### config.mk
export PLATFORM = sky130hd
export DESIGN_NAME = iter_alu_flat
export DESIGN_NICKNAME = d
export VERILOG_FILES = /design/src/rtl/alu_pkg.sv /design/src/rtl/iter_alu_if.sv /design/src/rtl/iter_divider.sv /design/src/rtl/iter_alu.sv /design/src/flat_wrapper.sv
export SDC_FILE = /design/constraint.sdc
export NUM_CORES = 1
export LEC_CHECK = 0
export CORE_MARGIN = 3
export CORE_UTILIZATION = 50
export CTS_CLUSTER_DIAMETER = 30
export DETAILED_ROUTE_END_ITERATION = 6
export PLACE_DENSITY = 0.71
export SLEW_MARGIN = 10
export SYNTH_ARGS = -nofsm -noshare
export SYNTH_HDL_FRONTEND = slang
export SYNTH_SLANG_ARGS = --single-unit
export TNS_END_PERCENT = 10
### constraint.sdc
create_clock -name clk -period 6.07 [get_ports clk]
set_clock_uncertainty 0.05 [all_clocks]
set_input_delay 0.9105 -clock clk [delete_from_list [all_inputs] [get_ports clk]]
set_output_delay 0.9105 -clock clk [all_outputs]
set_load 0.02 [all_outputs]
### src/rtl/alu_pkg.sv
// Shared constants for the iterative ALU: op codes, error codes and FSM states.
// The state encoding lives here so the top and any future debug logic agree on it.
package alu_pkg;

    localparam logic [3:0] OP_ADD = 4'd0;
    localparam logic [3:0] OP_SUB = 4'd1;
    localparam logic [3:0] OP_MUL = 4'd2;
    localparam logic [3:0] OP_DIV = 4'd3;
    localparam logic [3:0] OP_MOD = 4'd4;

    localparam logic [1:0] ERR_NONE = 2'b00;
    localparam logic [1:0] ERR_OVF  = 2'b01;
    localparam logic [1:0] ERR_DIV0 = 2'b10;
    localparam logic [1:0] ERR_INV  = 2'b11;

    typedef logic [1:0] state_t;

    localparam state_t ST_IDLE = 2'd0;
    localparam state_t ST_CALC = 2'd1;
    localparam state_t ST_DONE = 2'd2;

endpackage

### src/rtl/iter_alu_if.sv
// Request/response bundle of the iterative ALU; master drives requests, slave is the ALU.
interface iter_alu_if #(
    parameter int WIDTH = 16
);
    logic                   in_valid;
    logic                   in_ready;
    logic [WIDTH-1:0]       input1;
    logic [WIDTH-1:0]       input2;
    logic [3:0]             op_code;
    logic                   out_valid;
    logic                   out_ready;
    logic [2*WIDTH-1:0]     output1;
    logic [1:0]             err_code;

    modport master (
        output in_valid, input1, input2, op_code, out_ready,
        input  in_ready, out_valid, output1, err_code
    );

    modport slave (
        input  in_valid, input1, input2, op_code, out_ready,
        output in_ready, out_valid, output1, err_code
    );
endinterface

### src/rtl/iter_divider.sv
// Restoring shift-subtract divider on unsigned magnitudes, one quotient bit per step.
// Iteration count is owned by the caller; quot_o/rem_o show the values after the current step.
module iter_divider #(
    parameter int WIDTH = 16
) (
    input  logic             clk,
    input  logic             rst_n,
    input  logic             start_i,
    input  logic             step_i,
    input  logic             last_i,
    input  logic [WIDTH-1:0] dividend_i,
    input  logic [WIDTH-1:0] divisor_i,
    output logic             done_o,
    output logic [WIDTH-1:0] quot_o,
    output logic [WIDTH-1:0] rem_o
);

    logic [WIDTH-1:0] quot_q, quot_d;
    logic [WIDTH-1:0] rem_q, rem_d;
    logic [WIDTH-1:0] divisor_q;
    logic [WIDTH:0]   shifted;
    logic [WIDTH:0]   trial;
    logic             fits;

    // The partial remainder is always below the divisor, so the top bit of trial is its sign.
    always_comb begin
        shifted = {rem_q, quot_q[WIDTH-1]};
        trial   = shifted - {1'b0, divisor_q};
        fits    = ~trial[WIDTH];
        quot_d  = {quot_q[WIDTH-2:0], fits};
        rem_d   = fits ? trial[WIDTH-1:0] : shifted[WIDTH-1:0];
    end

    always_ff @(posedge clk or negedge rst_n) begin
        if (!rst_n) begin
            quot_q    <= '0;
            rem_q     <= '0;
            divisor_q <= '0;
        end else if (start_i) begin
            quot_q    <= dividend_i;
            rem_q     <= '0;
            divisor_q <= divisor_i;
        end else if (step_i) begin
            quot_q    <= quot_d;
            rem_q     <= rem_d;
        end
    end

    assign done_o = step_i && last_i;
    assign quot_o = quot_d;
    assign rem_o  = rem_d;

endmodule

### src/rtl/iter_alu.sv
// Iterative ALU: single-cycle add/sub, shift-add multiply and restoring divide/modulo
// behind a one-in-flight valid/ready handshake.
module iter_alu
    import alu_pkg::*;
#(
    parameter int WIDTH  = 16,
    parameter int SIGNED = 1
) (
    input  logic      clk,
    input  logic      rst_n,
    iter_alu_if.slave bus
);

    localparam int CW = $clog2(WIDTH + 1);

    state_t               state_q, state_d;
    logic [CW-1:0]        cnt_q, cnt_d;
    logic [3:0]           op_q, op_d;
    logic                 resultNeg_q, resultNeg_d;
    logic                 dividendNeg_q, dividendNeg_d;
    logic [WIDTH-1:0]     magA_q, magA_d;
    logic [2*WIDTH:0]     mulAcc_q, mulAcc_d;
    logic [2*WIDTH-1:0]   output1_q, output1_d;
    logic [1:0]           err_q, err_d;

    logic                 aNeg, bNeg;
    logic [WIDTH-1:0]     magA, magB;
    logic [WIDTH:0]       extA, extB, addRes;
    logic                 addOvf;
    logic [2*WIDTH-1:0]   addExt;
    logic [WIDTH:0]       mulSum;
    logic [2*WIDTH:0]     mulNext;
    logic [2*WIDTH-1:0]   mulFinal;
    logic [WIDTH-1:0]     divRes;
    logic [2*WIDTH-1:0]   divExt, divFinal;
    logic                 divNeg;
    logic                 lastIter;
    logic                 divStart, divStep, divDone;
    logic [WIDTH-1:0]     quot, rem;

    assign aNeg = (SIGNED != 0) && bus.input1[WIDTH-1];
    assign bNeg = (SIGNED != 0) && bus.input2[WIDTH-1];
    assign magA = aNeg ? (~bus.input1 + WIDTH'(1)) : bus.input1;
    assign magB = bNeg ? (~bus.input2 + WIDTH'(1)) : bus.input2;

    // Add/sub is done one bit wider than the operands so the result is always exact.
    always_comb begin
        extA   = (SIGNED != 0) ? {bus.input1[WIDTH-1], bus.input1} : {1'b0, bus.input1};
        extB   = (SIGNED != 0) ? {bus.input2[WIDTH-1], bus.input2} : {1'b0, bus.input2};
        addRes = (bus.op_code == OP_SUB) ? (extA - extB) : (extA + extB);
        addOvf = (SIGNED != 0) ? (addRes[WIDTH] ^ addRes[WIDTH-1]) : addRes[WIDTH];
        addExt = (SIGNED != 0) ? {{(WIDTH-1){addRes[WIDTH]}}, addRes}
                               : {{(WIDTH-1){1'b0}}, addRes};
    end

    always_comb begin
        mulSum   = mulAcc_q[2*WIDTH:WIDTH] + (mulAcc_q[0] ? {1'b0, magA_q} : '0);
        mulNext  = {1'b0, mulSum, mulAcc_q[WIDTH-1:1]};
        mulFinal = resultNeg_q ? (~mulNext[2*WIDTH-1:0] + (2*WIDTH)'(1)) : mulNext[2*WIDTH-1:0];
        divRes   = (op_q == OP_DIV) ? quot : rem;
        divNeg   = (op_q == OP_DIV) ? resultNeg_q : dividendNeg_q;
        divExt   = {{WIDTH{1'b0}}, divRes};
        divFinal = divNeg ? (~divExt + (2*WIDTH)'(1)) : divExt;
    end

    assign lastIter = (cnt_q == CW'(WIDTH - 1));

    iter_divider #(
        .WIDTH (WIDTH)
    ) u_divider (
        .clk        (clk),
        .rst_n      (rst_n),
        .start_i    (divStart),
        .step_i     (divStep),
        .last_i     (lastIter),
        .dividend_i (magA),
        .divisor_i  (magB),
        .done_o     (divDone),
        .quot_o     (quot),
        .rem_o      (rem)
    );

    always_comb begin
        state_d       = state_q;
        cnt_d         = cnt_q;
        op_d          = op_q;
        resultNeg_d   = resultNeg_q;
        dividendNeg_d = dividendNeg_q;
        magA_d        = magA_q;
        mulAcc_d      = mulAcc_q;
        output1_d     = output1_q;
        err_d         = err_q;
        divStart      = 1'b0;
        divStep       = 1'b0;
        case (state_q)
            ST_IDLE: begin
                if (bus.in_valid) begin
                    op_d          = bus.op_code;
                    resultNeg_d   = aNeg ^ bNeg;
                    dividendNeg_d = aNeg;
                    cnt_d         = '0;
                    case (bus.op_code)
                        OP_ADD, OP_SUB: begin
                            output1_d = addExt;
                            err_d     = addOvf ? ERR_OVF : ERR_NONE;
                            state_d   = ST_DONE;
                        end
                        OP_MUL: begin
                            magA_d   = magA;
                            mulAcc_d = {{(WIDTH+1){1'b0}}, magB};
                            state_d  = ST_CALC;
                        end
                        OP_DIV, OP_MOD: begin
                            if (bus.input2 == '0) begin
                                output1_d = '0;
                                err_d     = ERR_DIV0;
                                state_d   = ST_DONE;
                            end else begin
                                divStart = 1'b1;
                                state_d  = ST_CALC;
                            end
                        end
                        default: begin
                            output1_d = '0;
                            err_d     = ERR_INV;
                            state_d   = ST_DONE;
                        end
                    endcase
                end
            end
            ST_CALC: begin
                cnt_d = lastIter ? '0 : cnt_q + CW'(1);
                if (op_q == OP_MUL) begin
                    mulAcc_d = mulNext;
                    if (lastIter) begin
                        output1_d = mulFinal;
                        err_d     = ERR_NONE;
                        state_d   = ST_DONE;
                    end
                end else begin
                    divStep = 1'b1;
                    if (divDone) begin
                        output1_d = divFinal;
                        err_d     = ERR_NONE;
                        state_d   = ST_DONE;
                    end
                end
            end
            ST_DONE: begin
                if (bus.out_ready) begin
                    state_d = ST_IDLE;
                end
            end
            default: begin
                state_d = ST_IDLE;
            end
        endcase
    end

    always_ff @(posedge clk or negedge rst_n) begin
        if (!rst_n) begin
            state_q       <= ST_IDLE;
            cnt_q         <= '0;
            op_q          <= '0;
            resultNeg_q   <= 1'b0;
            dividendNeg_q <= 1'b0;
            magA_q        <= '0;
            mulAcc_q      <= '0;
            output1_q     <= '0;
            err_q         <= ERR_NONE;
        end else begin
            state_q       <= state_d;
            cnt_q         <= cnt_d;
            op_q          <= op_d;
            resultNeg_q   <= resultNeg_d;
            dividendNeg_q <= dividendNeg_d;
            magA_q        <= magA_d;
            mulAcc_q      <= mulAcc_d;
            output1_q     <= output1_d;
            err_q         <= err_d;
        end
    end

    assign bus.in_ready  = (state_q == ST_IDLE);
    assign bus.out_valid = (state_q == ST_DONE);
    assign bus.output1   = output1_q;
    assign bus.err_code  = err_q;

endmodule

### src/flat_wrapper.sv
// flat-port wrapper written by rule: the top's interface ports become plain ports
module iter_alu_flat import alu_pkg::*;
#(
    parameter int WIDTH  = 16,
    parameter int SIGNED = 1
)
  (clk, rst_n, bus_in_valid, bus_input1, bus_input2, bus_op_code, bus_out_ready, bus_in_ready, bus_out_valid, bus_output1, bus_err_code);
  iter_alu_if #(.WIDTH(WIDTH)) bus_i ();
  input  logic clk;
  input  logic rst_n;
  input wire logic [$bits(bus_i.in_valid)-1:0] bus_in_valid;
  input wire logic [$bits(bus_i.input1)-1:0] bus_input1;
  input wire logic [$bits(bus_i.input2)-1:0] bus_input2;
  input wire logic [$bits(bus_i.op_code)-1:0] bus_op_code;
  input wire logic [$bits(bus_i.out_ready)-1:0] bus_out_ready;
  output wire logic [$bits(bus_i.in_ready)-1:0] bus_in_ready;
  output wire logic [$bits(bus_i.out_valid)-1:0] bus_out_valid;
  output wire logic [$bits(bus_i.output1)-1:0] bus_output1;
  output wire logic [$bits(bus_i.err_code)-1:0] bus_err_code;
  assign bus_i.in_valid = bus_in_valid;
  assign bus_i.input1 = bus_input1;
  assign bus_i.input2 = bus_input2;
  assign bus_i.op_code = bus_op_code;
  assign bus_i.out_ready = bus_out_ready;
  assign bus_in_ready = bus_i.in_ready;
  assign bus_out_valid = bus_i.out_valid;
  assign bus_output1 = bus_i.output1;
  assign bus_err_code = bus_i.err_code;
  iter_alu #(.WIDTH(WIDTH), .SIGNED(SIGNED)) u_core (.clk(clk), .rst_n(rst_n), .bus(bus_i));
endmodule
* Word-level counts from Yosys, hierarchy flattened
Index checks and enable logic that the tools add are counted.
** Word-level totals
- Register bits after elaboration :: 144
- Input port bits :: 40
- Output and inout port bits :: 36
- Logic and storage cells :: 108
** Operators by class
- Add/subtract/negate cells :: 9
- Eq/ne operators :: 17
- Muxes and demuxes :: 49
- Bitwise gates (word level) :: 7
- Reduce and logical (&&, ||, !) cells :: 14
** Operators with widths (count)
- $mux W32 :: 7
- $mux W16 :: 9
- $mux W33 :: 3
- $pmux W32 S3 :: 1
- $pmux W33 S2 :: 1
- $add A32 B1 Y32 const B :: 2
- $pmux W32 S2 :: 1
- $add A16 B1 Y16 const B :: 2
- $not A16 Y16 :: 2
- $not A16 Y32 :: 1
- $not A32 Y32 :: 1
- $mux W2 :: 11
- $add A16 B16 Y17 :: 1
- $add A17 B17 Y17 :: 1
- $mux W17 :: 1
- $sub A16 B16 Y17 :: 1
- $sub A17 B16 Y17 :: 1
- $eq A4 B2 Y1 const B :: 4
- $logic_not A16 Y1 :: 1
- $pmux W2 S3 :: 2
- $mux W5 :: 2
- $pmux W5 S2 :: 1
- $mux W1 :: 8
- $pmux W2 S2 :: 2
- 21 further kinds :: 30

* Longest topological paths before layout
- Word-level depth :: 9
- Gate-level depth with buffers :: 21
- Mapped depth without buffers :: 19

* Cells and area by module
From an unflattened synthesis, not the netlist that was laid out.
** Unflattened totals
- Cell total of the unflattened synthesis :: 1435
- Area, all modules :: 11989.0 µm²
** Modules (own cells, without submodules)
- iter_alu :: times used 1, cells each 1023, area each 8446.9 µm², sequential area each 2377.3 µm²
- iter_divider :: times used 1, cells each 412, area each 3542.1 µm², sequential area each 1201.2 µm²

* Worst setup path after synthesis
No wires, ideal clock.
- Path type :: input to register
- Start :: in bus_input2[1]
- End :: reg u_core.output1_q[27], in the netlist u_core.bus.output1[27]
- Setup time :: 0.065 ns
- Arrival time :: 5.067 ns
- Required time :: 5.955 ns
- Slack :: 0.888 ns
- Cell stages on the path :: 17
- Buffers on the path :: 1
- Cells stage by stage :: or3_1 -> or3_1 -> or3_1 -> or3_1 -> nand2_1 -> xor2_1 -> ha_1 -> nand3_1 -> a21oi_1 -> a2111oi_0 -> o311ai_0 -> a21o_1 -> a21oi_1 -> xnor2_4 -> o211ai_2 -> buf_2 -> o221a_2
** On the way
- Word-level cells in the longest chain between the ends :: 5
- Elaborated cells on any way between the ends :: 9
- Those cells by class :: add/sub: 2; eq/ne: 1; mux: 4; reduce/logical: 2
** Ends and longest elaborated chain
- start: declaration :: line flat_wrapper.sv:13 : input wire logic [$bits(bus_i.input2)-1:0] bus_input2;
- $add A16 B16 Y17 / $sub A16 B16 Y17 (equally long branches) :: line iter_alu.sv:50 : addRes = (bus.op_code == OP_SUB) ? (extA - extB) : (extA + extB);
- $mux W17 :: line iter_alu.sv:50
- $pmux W32 S3 :: line iter_alu.sv:102 : case (bus.op_code)
- $mux W32 :: line iter_alu.sv:97 : if (bus.in_valid) begin
- $pmux W32 S2 :: line iter_alu.sv:95 : case (state_q)
- end signal: assignment :: line iter_alu.sv:179 : output1_q <= output1_d;
- end: declaration :: line iter_alu.sv:23 : logic [2*WIDTH-1:0] output1_q, output1_d;
Parallel ways exist; a longest one is shown, timed or not. The select of a mux whose other input is x is not followed.
A chain may end at the register's enable or synchronous reset.

* Worst setup path in the final report
- Start :: in bus_input2[2]
- End :: reg u_core.output1_q[19], in the netlist u_core.bus.output1[19]
The elaborated chain is that of the path after synthesis.

==> qor.csv <==
stage;metric;value;unit
floorplan;DIE WIDTH;154.6;um
sta;final hold viol count;0;
worst_hold_path;worst hold path cell count;2;
sta;crit share post-route;91.52;%
clock_network;CTS Buf Count;17;
clock_network;CTS H-tree lvls;4;
cells_and_area;ant diodes;0;
placement;Final Wtd Congestion;0.9438;
worst_hold_path;min-delay src;u_core.magA_q[11]$_DFFE_PN0P_;
worst_hold_path;worst hold path class;reg -> reg;
logic_synthesis;Syn Area/Cell;8.249;sq um
drt;DRT Wirelength;34.37;mm
grt;first-pass GRT wire length;53.75;mm
clock_network;Clk Latency, worst-skew pair;0.43;ns
clock_network;post-CTS setup buffer count;0;
worst_setup_path;Worst setup SP type;input pin;
floorplan;core region area;0.02135;sq mm
worst_setup_path;FF-to-FF path depth;18;
worst_setup_path;critical path arrival;5.87;ns
drt;antenna violation net count after detailed routing;0;
worst_setup_path;Worst Path Required;6.39;ns
grt;largest net degree at the start of global routing;106;
cells_and_area;commonest non-fill, non-tap cell in the layout;nand2_1;
logic_synthesis;Synth Instances;1339;
clock_network;CTS Buffer Depth;2;
sta;Pins Over Slew Limit;0;
logic_synthesis;EDFF count, synth;0;
grt;initial antenna violation count;1;
logic_synthesis;synthesized flop and latch total;143;
worst_setup_path;CP max stage cell;clkdlybuf4s50_1;
cells_and_area;fin nets;1485;
worst_setup_path;Crit Path Category;in -> reg;
drt;WL/cell;20.53;um
logic_synthesis;Warnings, synthesis;0;
worst_setup_path;CP Cell Sequence;clkdlybuf4s50_1 > or3_1 > or3_1 > or3_1 > or3_1 > nor3_1 > nor2_1 > xnor2_1 > ha_1 > a21oi_1 > nor2b_1 > o21ai_0 > o311ai_0 > a21o_1 > a21oi_1 > xnor2_4 > o211ai_2 > o221a_2;
clock_network;CTS tree;built;
clock_network;CTS root buffer;clkbuf_16;
clock_network;clock-pin slew on the worst setup and hold paths;0.06;ns
logic_synthesis;Synth top area share;32.40;%
sta;Tmin final;5.555;ns
floorplan;Initial Util;51.73;%
placement;# port buffers;75;
logic_synthesis;Post-synth ARST share;100.0;%
worst_setup_path;Crit. End Element;flop;
sta;final setup vio count;0;
power_and_ir_drop;Leakage Power;5.602;nW
floorplan;Cell Rows;53;
drt;Vias;10410;
drt;drt first pass iters;5;
floorplan;I/O pin count;76;
logic_synthesis;syn nets;1436;
logic_synthesis;leading area contributor after synthesis;dfrtp_1;
worst_setup_path;Crit Path Max Fanout;11;
clock_network;post-cts resize count;0;
worst_setup_path;r2r startpoint;u_core.u_divider.quot_q[15]$_DFFE_PN0P_;
worst_setup_path;Slowest Stage Delay on Critical Path;0.48;ns
status;outcome;finished clean;
floorplan;die area;0.02391;sq mm
sta;Slew HR;26.07;%
drt;via/cell ratio;6.218;
sta;worst slew pin tran;1.106;ns
grt;Global Route Usage Sum;28.47;%
grt;vias in the first global route;9832;
sta;setup TNS;0;ns
cells_and_area;layout cells sized above 1;6.433;%
sta;RSZ-0062 raised after global routing;false;
floorplan;Die Y;154.6;um
grt;GR Overflow Total;0;
sta;max frequency;180.0;MHz
drt;initial drt markers;1036;
worst_setup_path;worst setup path startpoint;bus_input2[2];
clock_network;# hold bufs at CTS;0;
cells_and_area;commonest non-fill, non-tap cells in the layout;152 x nand2_1, 143 x dfrtp_1, 132 x o21ai_0, 129 x nor2_1, 83 x a21oi_1;
power_and_ir_drop;total power;7.748;mW
power_and_ir_drop;IR Drop Worst-Case VDD;313.7;uV
logic_synthesis;largest cells by area after synthesis;dfrtp_1 32%, ha_1 6.1%, o21ai_0 6.0%, xor2_1 5.8%, nand2_1 5.2%;
cells_and_area;Synth-to-Final Area Change;14.83;%
logic_synthesis;library cells used by synthesis;87;
logic_synthesis;sequential share of the synthesized area;32.40;%
power_and_ir_drop;PD cells;610.9;mW/mm^2
job;Max-Cap Viols;0;
cells_and_area;final core occ;59.40;%
worst_setup_path;CP dominant cell by count;or3_1;
drt;drt drc;0;
logic_synthesis;top_reg_cell synth;dfrtp_1;
cells_and_area;number of fill cells;1923;
logic_synthesis;mapped cell area;0.01105;sq mm
placement;DP Wirelength;26.30;mm
clock_network;Sink Count;143;
## metrics by stage
step	worst slack, ns	cells	cell area, sq um	hold slack, ns
after floorplan	0.8875	1339	11050	0.3918
after global placement	0.2175	1644	12030	0.4079
after detailed placement	0.1568	1644	12030	0.4131
after CTS	0.5836	1674	12680	0.4274
after global routing	0.1855	1674	12680	0.4491
final	0.5148	1674	12680	0.4198
## cell usage after synthesis, drive strengths merged, types with 5 or more instances
| cell | instances |
|---|---|
| clkbuf | 52 |
| nor2 | 131 |
| o211ai | 11 |
| mux2 | 6 |
| o21a | 11 |
| nor4 | 6 |
| or4 | 7 |
| o41ai | 6 |
| a41oi | 5 |
| a221o | 17 |
| nand2 | 153 |
| o21ai | 140 |
| and3 | 8 |
| inv | 40 |
| o22a | 7 |
| nand3 | 40 |
| a211o | 6 |
| xnor2 | 38 |
| a31oi | 14 |
| dfrtp | 143 |
| o31ai | 22 |
| a211oi | 12 |
| mux2i | 16 |
| or3 | 20 |
| and2 | 29 |
| nor3 | 30 |
| ha | 54 |
| nand4 | 6 |
| a21o | 15 |
| buf | 16 |
| o22ai | 6 |
| a2111oi | 5 |
| a21oi | 83 |
| nor2b | 14 |
| a22o | 13 |
| o221a | 11 |
| nand2b | 14 |
| xor2 | 73 |
## layer usage
layer / GRT usage (%) / routed length [um]
met5: 0 / 13
met4: 11.98 / 1387
met3: 4.868 / 2585
met1: 40.21 / 15320
met2: 43.30 / 15060
## final cells by class
cell class	count	area, sq um	area share [%]
well taps	275	344.1	2.713
repair buffers	98	924.6	7.290
clock inverters	12	210.2	1.657
flip-flops and latches	143	3578	28.21
inverters	40	150.1	1.184
multi-input cells	1088	7037	55.48
clock buffers	18	439.2	3.463
## registers in the layout, summed over array words and instances, names as in the netlist
register	flops
u_core.bus.err_code	2
u_core.bus.output1	32
u_core.cnt_q	5
u_core.dividendNeg_q	1
u_core.magA_q	16
u_core.mulAcc_q	32
u_core.op_q	4
u_core.resultNeg_q	1
u_core.state_q	2
u_core.u_divider.divisor_q	16
u_core.u_divider.quot_q	16
u_core.u_divider.rem_q	16
## worst max-delay path: cells and delay by family
| kind | cells | cell delay, ns |
|---|---|---|
| buf+inv | 1 | 0.48 |
| compound gates | 7 | 1.80 |
| simple gates | 7 | 1.98 |
| fa+ha+maj | 1 | 0.36 |
| xor+xnor | 2 | 0.34 |
## kinds of logic (layout without fill, tap and decap cells)
kind of cell | count (synthesis) | in the layout | share of synthesized area [%]
fa+ha+maj | 57 | 57 | 6.661
buf+inv | 108 | 168 | 3.976
compound gates | 420 | 420 | 25.33
simple gates | 478 | 478 | 20.60
flops | 143 | 143 | 32.40
mux | 22 | 22 | 2.062
xor+xnor | 111 | 111 | 8.971
## final timing paths
path,slack (ns),to
max,0.51,u_core.bus.output1[19]$_DFFE_PN0P_
min,0.42,u_core.magA_q[11]$_DFFE_PN0P_
max reg2reg,0.79,u_core.bus.output1[12]$_DFFE_PN0P_
min reg2reg,0.42,u_core.magA_q[11]$_DFFE_PN0P_
max in group asynchronous,4.26,u_core.bus.output1[7]$_DFFE_PN0P_
min in group asynchronous,0.59,u_core.u_divider.quot_q[8]$_DFFE_PN0P_
## where the power goes
| part | switching [mW] | total, mW | internal, mW | leakage, nW |
|---|---|---|---|---|
| registers | 0.406 | 1.74 | 1.33 | 1.85 |
| clock network | 0.452 | 1.19 | 0.742 | 0.307 |
| logic | 2.92 | 4.82 | 1.90 | 3.45 |
Note: power is estimated with default switching activity, not from simulation.
